==> config.mk <==
export PLATFORM = sky130hd
export DESIGN_NAME = rx_deframer
export DESIGN_NICKNAME = d
export VERILOG_FILES = /design/src/rtl/rx_deframer.sv
export SDC_FILE = /design/constraint.sdc
export NUM_CORES = 1
export LEC_CHECK = 0
export ABC_AREA = 1
export BUFFER_PORTS_ARGS = -buffer_cell sky130_fd_sc_hd__buf_4
export CAP_MARGIN = 20
export CORE_UTILIZATION = 50
export CTS_BUF_LIST = sky130_fd_sc_hd__clkbuf_8
export DETAILED_ROUTE_END_ITERATION = 12
export GPL_TIMING_DRIVEN = 0
export HOLD_SLACK_MARGIN = 0.12
export PLACE_DENSITY = 0.71
export SLEW_MARGIN = 20
export SYNTH_ARGS = -nofsm -noshare
export SYNTH_HDL_FRONTEND = slang
export SYNTH_SLANG_ARGS = --single-unit
==> constraint.sdc <==
create_clock -name clk -period 1.7 [get_ports clk]
set_clock_uncertainty 0.2 [all_clocks]
set_input_delay 0.34 -clock clk [delete_from_list [all_inputs] [get_ports clk]]
set_output_delay 0.34 -clock clk [all_outputs]
set_load 0.05 [all_outputs]
==> src/rtl/rx_deframer.sv <==
// Serial receive deframer: recovers start/data/parity/stop fields one bit per clock
// and hands each byte to a one-entry holding register with valid/ready and overrun flag.
module rx_deframer (
    input  logic       clk,
    input  logic       rst,
    input  logic       rxd,
    input  logic [1:0] par,
    input  logic       dnum,
    input  logic       snum,
    input  logic       rx_ready,
    output logic [7:0] rx_data,
    output logic       rx_valid,
    output logic       rx_perr,
    output logic       rx_ferr,
    output logic       rx_ovr,
    output logic       busy
);

    typedef enum logic [2:0] {
        HUNT  = 3'd0,
        IDLE  = 3'd1,
        DATA  = 3'd2,
        PAR   = 3'd3,
        STOP1 = 3'd4,
        STOP2 = 3'd5
    } state_t;

    state_t     r_state;
    state_t     w_next;
    logic [2:0] r_cnt;
    logic [7:0] r_shift;
    logic [1:0] r_par;
    logic       r_dnum;
    logic       r_snum;
    logic       r_perr;
    logic       r_ferr;

    logic [7:0] w_data;
    logic       w_parity;
    logic       w_frameFerr;
    logic       w_complete;
    logic       w_load;
    logic       w_consume;

    assign w_data      = {r_shift[7] & ~r_dnum, r_shift[6:0]};
    assign w_parity    = ^w_data;
    assign w_frameFerr = r_ferr | ~rxd;

    always_ff @(posedge clk or negedge rst) begin
        if (!rst) begin
            r_state <= HUNT;
        end else begin
            r_state <= w_next;
        end
    end

    // A frame with a framing error falls back to HUNT so a held-low line is not a new start.
    always_comb begin
        w_next = r_state;
        case (r_state)
            HUNT:    if (rxd) w_next = IDLE;
            IDLE:    if (!rxd) w_next = DATA;
            DATA:    if (r_cnt == 3'd7) w_next = PAR;
            PAR:     w_next = STOP1;
            STOP1: begin
                if (!r_snum) begin
                    w_next = STOP2;
                end else begin
                    w_next = w_frameFerr ? HUNT : IDLE;
                end
            end
            STOP2:   w_next = w_frameFerr ? HUNT : IDLE;
            default: w_next = HUNT;
        endcase
    end

    always_comb begin
        busy       = (r_state != HUNT) && (r_state != IDLE);
        w_complete = ((r_state == STOP1) && r_snum) || (r_state == STOP2);
        w_load     = w_complete && (!rx_valid || rx_ready);
        w_consume  = rx_valid && rx_ready && !w_complete;
    end

    // Per-frame options are captured on the start edge and held for the whole frame.
    always_ff @(posedge clk or negedge rst) begin
        if (!rst) begin
            r_cnt   <= 3'd0;
            r_shift <= 8'd0;
            r_par   <= 2'd0;
            r_dnum  <= 1'b0;
            r_snum  <= 1'b0;
            r_perr  <= 1'b0;
            r_ferr  <= 1'b0;
        end else begin
            case (r_state)
                IDLE: begin
                    if (!rxd) begin
                        r_par  <= par;
                        r_dnum <= dnum;
                        r_snum <= snum;
                        r_cnt  <= 3'd0;
                        r_perr <= 1'b0;
                        r_ferr <= 1'b0;
                    end
                end
                DATA: begin
                    r_shift <= {rxd, r_shift[7:1]};
                    r_cnt   <= r_cnt + 3'd1;
                end
                PAR: begin
                    case (r_par)
                        2'b00:   r_perr <= rxd ^ w_parity;
                        2'b11:   r_perr <= ~(rxd ^ w_parity);
                        default: r_perr <= 1'b0;
                    endcase
                end
                STOP1, STOP2: r_ferr <= w_frameFerr;
                default: ;
            endcase
        end
    end

    // Completion wins over a plain consume; a completion into a full, unaccepted register is dropped.
    always_ff @(posedge clk or negedge rst) begin
        if (!rst) begin
            rx_data  <= 8'd0;
            rx_valid <= 1'b0;
            rx_perr  <= 1'b0;
            rx_ferr  <= 1'b0;
            rx_ovr   <= 1'b0;
        end else if (w_load) begin
            rx_data  <= w_data;
            rx_perr  <= r_perr;
            rx_ferr  <= w_frameFerr;
            rx_valid <= 1'b1;
        end else if (w_complete) begin
            rx_ovr   <= 1'b1;
        end else if (w_consume) begin
            rx_valid <= 1'b0;
            rx_perr  <= 1'b0;
            rx_ferr  <= 1'b0;
            rx_ovr   <= 1'b0;
        end
    end

endmodule

==> metrics.txt <==
internal power=0.00205 W; Synth Area in XOR/XNOR=0; Yosys cell types=19; R2R Setup Slk=110 ps; Synth Instances=176; DR iter-0 viols=42; Placed Instances=227; clk sinks=32; CP endpoint kind=output pin; mux share of post-synthesis cell area=0; Syn Area/Cell=around 8.2 µm²; WL final=around 2900 µm; Crit Path Class=flip-flop to output pin; CTS buffer count=5; final worst path period need=about 1600 ps; Seq pwr share=0.348; share of layout cells above drive strength 1=0.198; drt first pass iters=4; core area=approximately 0.0027 mm²; Final ANT Viol Nets=0; I/O Buffers=20; flops & latches, synth=32; Max VDD drop=around 1.5 mV; die area=between 0.003 and 0.004 mm²; largest family of logic cells by synthesized area=simple AND/OR/NAND/NOR gates; P&R area growth vs syn=26.7%; CTS max path bufs=2; first-pass GRT wire length=between 4000 and 5000 µm; largest fanout on the critical path=5; Reg2Reg Depth=7; Final Cycle Share=0.951; # DRC=0; Cell Count, Final, Fillers Out=about 240; worst-skew pair later-pin latency=290 ps; die extent in x=~56 µm; Final setup viols=0; total number of vias=1234; fill cell count=around 240; syn nets=around 190; Endpoint, Worst Hold=rx_ovr; Worst-path clk slew=about 60 ps; synth warn=0; clock root cell=clkbuf_8; clock group share of total power=0.164; Compound-Gate Fraction of Synth Area=0.106; setup TNS=0 ps; drt via density=5.08; Fmax=approximately 620 MHz; Final Wtd Congestion=around 0.95; number of H-tree levels=2; Power per Cell Area=between 2000 and 2500 mW/mm²; Rel. slew slack=0.735; die height=around 56 µm; storage element area=between 800 and 900 µm²; Initial Utilization=0.528; status=finished, final reports clean; net load switching power=between 0.0015 and 0.002 W; crit path cell chain=inv_1 -> nand2_1 -> buf_4; worst slew pin tran=about 400 ps; slowest stage delay, CP=about 450 ps; RSZ-0062 raised after global routing=false; initial antenna violation count=0; Multi-input gate area=about 550 µm²; CTS tree=built; CP max stage cell=dfrtp_1; sw frac=0.459; Post-Synth Simple-Gate Area=0.246; Final Slew Violations=0; Hold Path Class=primary input to flip-flop; io pins=21; origin of the critical flop-to-flop path=r_state[1]; Antenna diodes=0; grt total ovfl=0; Leak Pwr=0.968 nW; startpoint types=flip-flop; reg2reg end=rx_data[6]; Hold Fails Final Rpt=0; Synth Area in Adders=0.0173; most frequent cells in the layout=nand2_1, dfrtp_1, buf_4; HPWL after DPL=~2000 µm; row cnt=19; CP arrival=around 1100 ps; layout net count=about 220; most common cell after layout, fill and taps aside=nand2_1; Seq/Total Area, Yosys=0.555; gr usage total=0.215; wire per inst=roughly 12 µm; min-delay src=rx_ready; max-cap violations=0; Hold Crit Depth=4; vias in the first global route=around 1200; power share of the combinational group=0.488; pin count of the biggest net entering global routing=33; Netlist Area Pre-Place=0.00144 mm²; Critical Path RT=between 1000 and 1500 ps
==> through the flow <==
| step | setup WS (ps) | util | total power [W] | hold WS, ps | cell area, µm² |
|---|---|---|---|---|---|
| after global placement | 71.0 | 0.597 | 0.00301 | 93.3 | 1630 |
| after CTS | 62.3 | 0.656 | 0.00375 | 149 | 1790 |
| after detailed placement | 3.84 | 0.597 | 0.00309 | 101 | 1630 |
| final | 83.7 | 0.669 | 0.00379 | 150 | 1830 |
| after global routing | 16.8 | 0.669 | 0.00410 | 181 | 1830 |
| after floorplan | 157 | - | 0.00260 | -156 | 1440 |
==> layer usage <==
metal | vias to the layer above | wire (µm) | GRT usage
met5 | - | 0 | 0
met4 | 0 | 124 | 0.161
met3 | 14 | 123 | 0.0512
met2 | 33 | 1340 | 0.337
met1 | 559 | 1280 | 0.255
li1 | 628 | - | -
==> final cells by class <==
| type | instances | area share |
|---|---|---|
| plain buffers | 2 | 0.00889 |
| well taps | 31 | 0.0212 |
| flip-flops and latches | 32 | 0.438 |
| multi-input cells | 117 | 0.300 |
| clock buffers | 7 | 0.0527 |
| repair buffers | 29 | 0.127 |
| inverters | 25 | 0.0513 |
==> state kept, by name (all words and copies together), names as in the netlist <==
signal and flops:
rx_valid 1, r_perr 1, r_cnt 3, r_ferr 1, rx_perr 1, r_shift 8, rx_ferr 1, r_state 3
rx_ovr 1, rx_data 8, r_dnum 1, r_snum 1, r_par 2
==> Yosys cell counts, drive strengths merged <==
cell,count,area (µm²)
nand3,12,60.1
inv,25,93.8
a221oi,1,8.76
buf,2,16.3
ha,2,25.0
or2,1,6.26
nor2,9,36.3
dfrtp,32,801
o21ai,24,120
nand2,64,248
a21oi,1,5.00
o31ai,1,12.5
nor3,1,5.00
o22ai,1,6.26
==> worst max path at each step <==
stage	startpoint	cells after the start	slack, ps	end
after floorplan	rx_valid	6	160	rx_ferr
after global placement	r_state[2]	6	70	r_state[0]
after detailed placement	r_state[2]	6	4	r_state[0]
after CTS	r_state[0]	8	60	rx_data[6]
after global routing	r_state[1]	3	20	busy
final	r_state[1]	3	80	busy
==> worst max-delay path, delay by kind of cell, from the launching register on <==
kind          cells  cell delay (ps)
flops             1              450
buf+inv           2              270
simple gates      1               80
==> power groups by stage <==
stage                     combinational [W]  clock, W  sequential, W
after CTS                           0.00180  0.000642        0.00131
after detailed placement            0.00177         0        0.00132
after global routing                0.00207  0.000661        0.00136
final                               0.00185  0.000624        0.00132
after global placement              0.00171         0        0.00130
after floorplan                    0.000911         0        0.00169
==> kinds of logic after synthesis <==
kind of cell	Yosys count
AOI/OAI and AO/OA	28
adders and majority gates	2
buffers and inverters	27
DFF	32
and+or+nand+nor	87
==> what timing repair did <==
action	in CTS	in global routing
hold buffers	6	0
pin swaps	0	1
hold endpoints to repair	38	0
buffers inserted	0	3
gates cloned	0	0
gates resized for setup	1	4
endpoints found under the setup margin	1	8
Power figures use the tool's default switching activity.
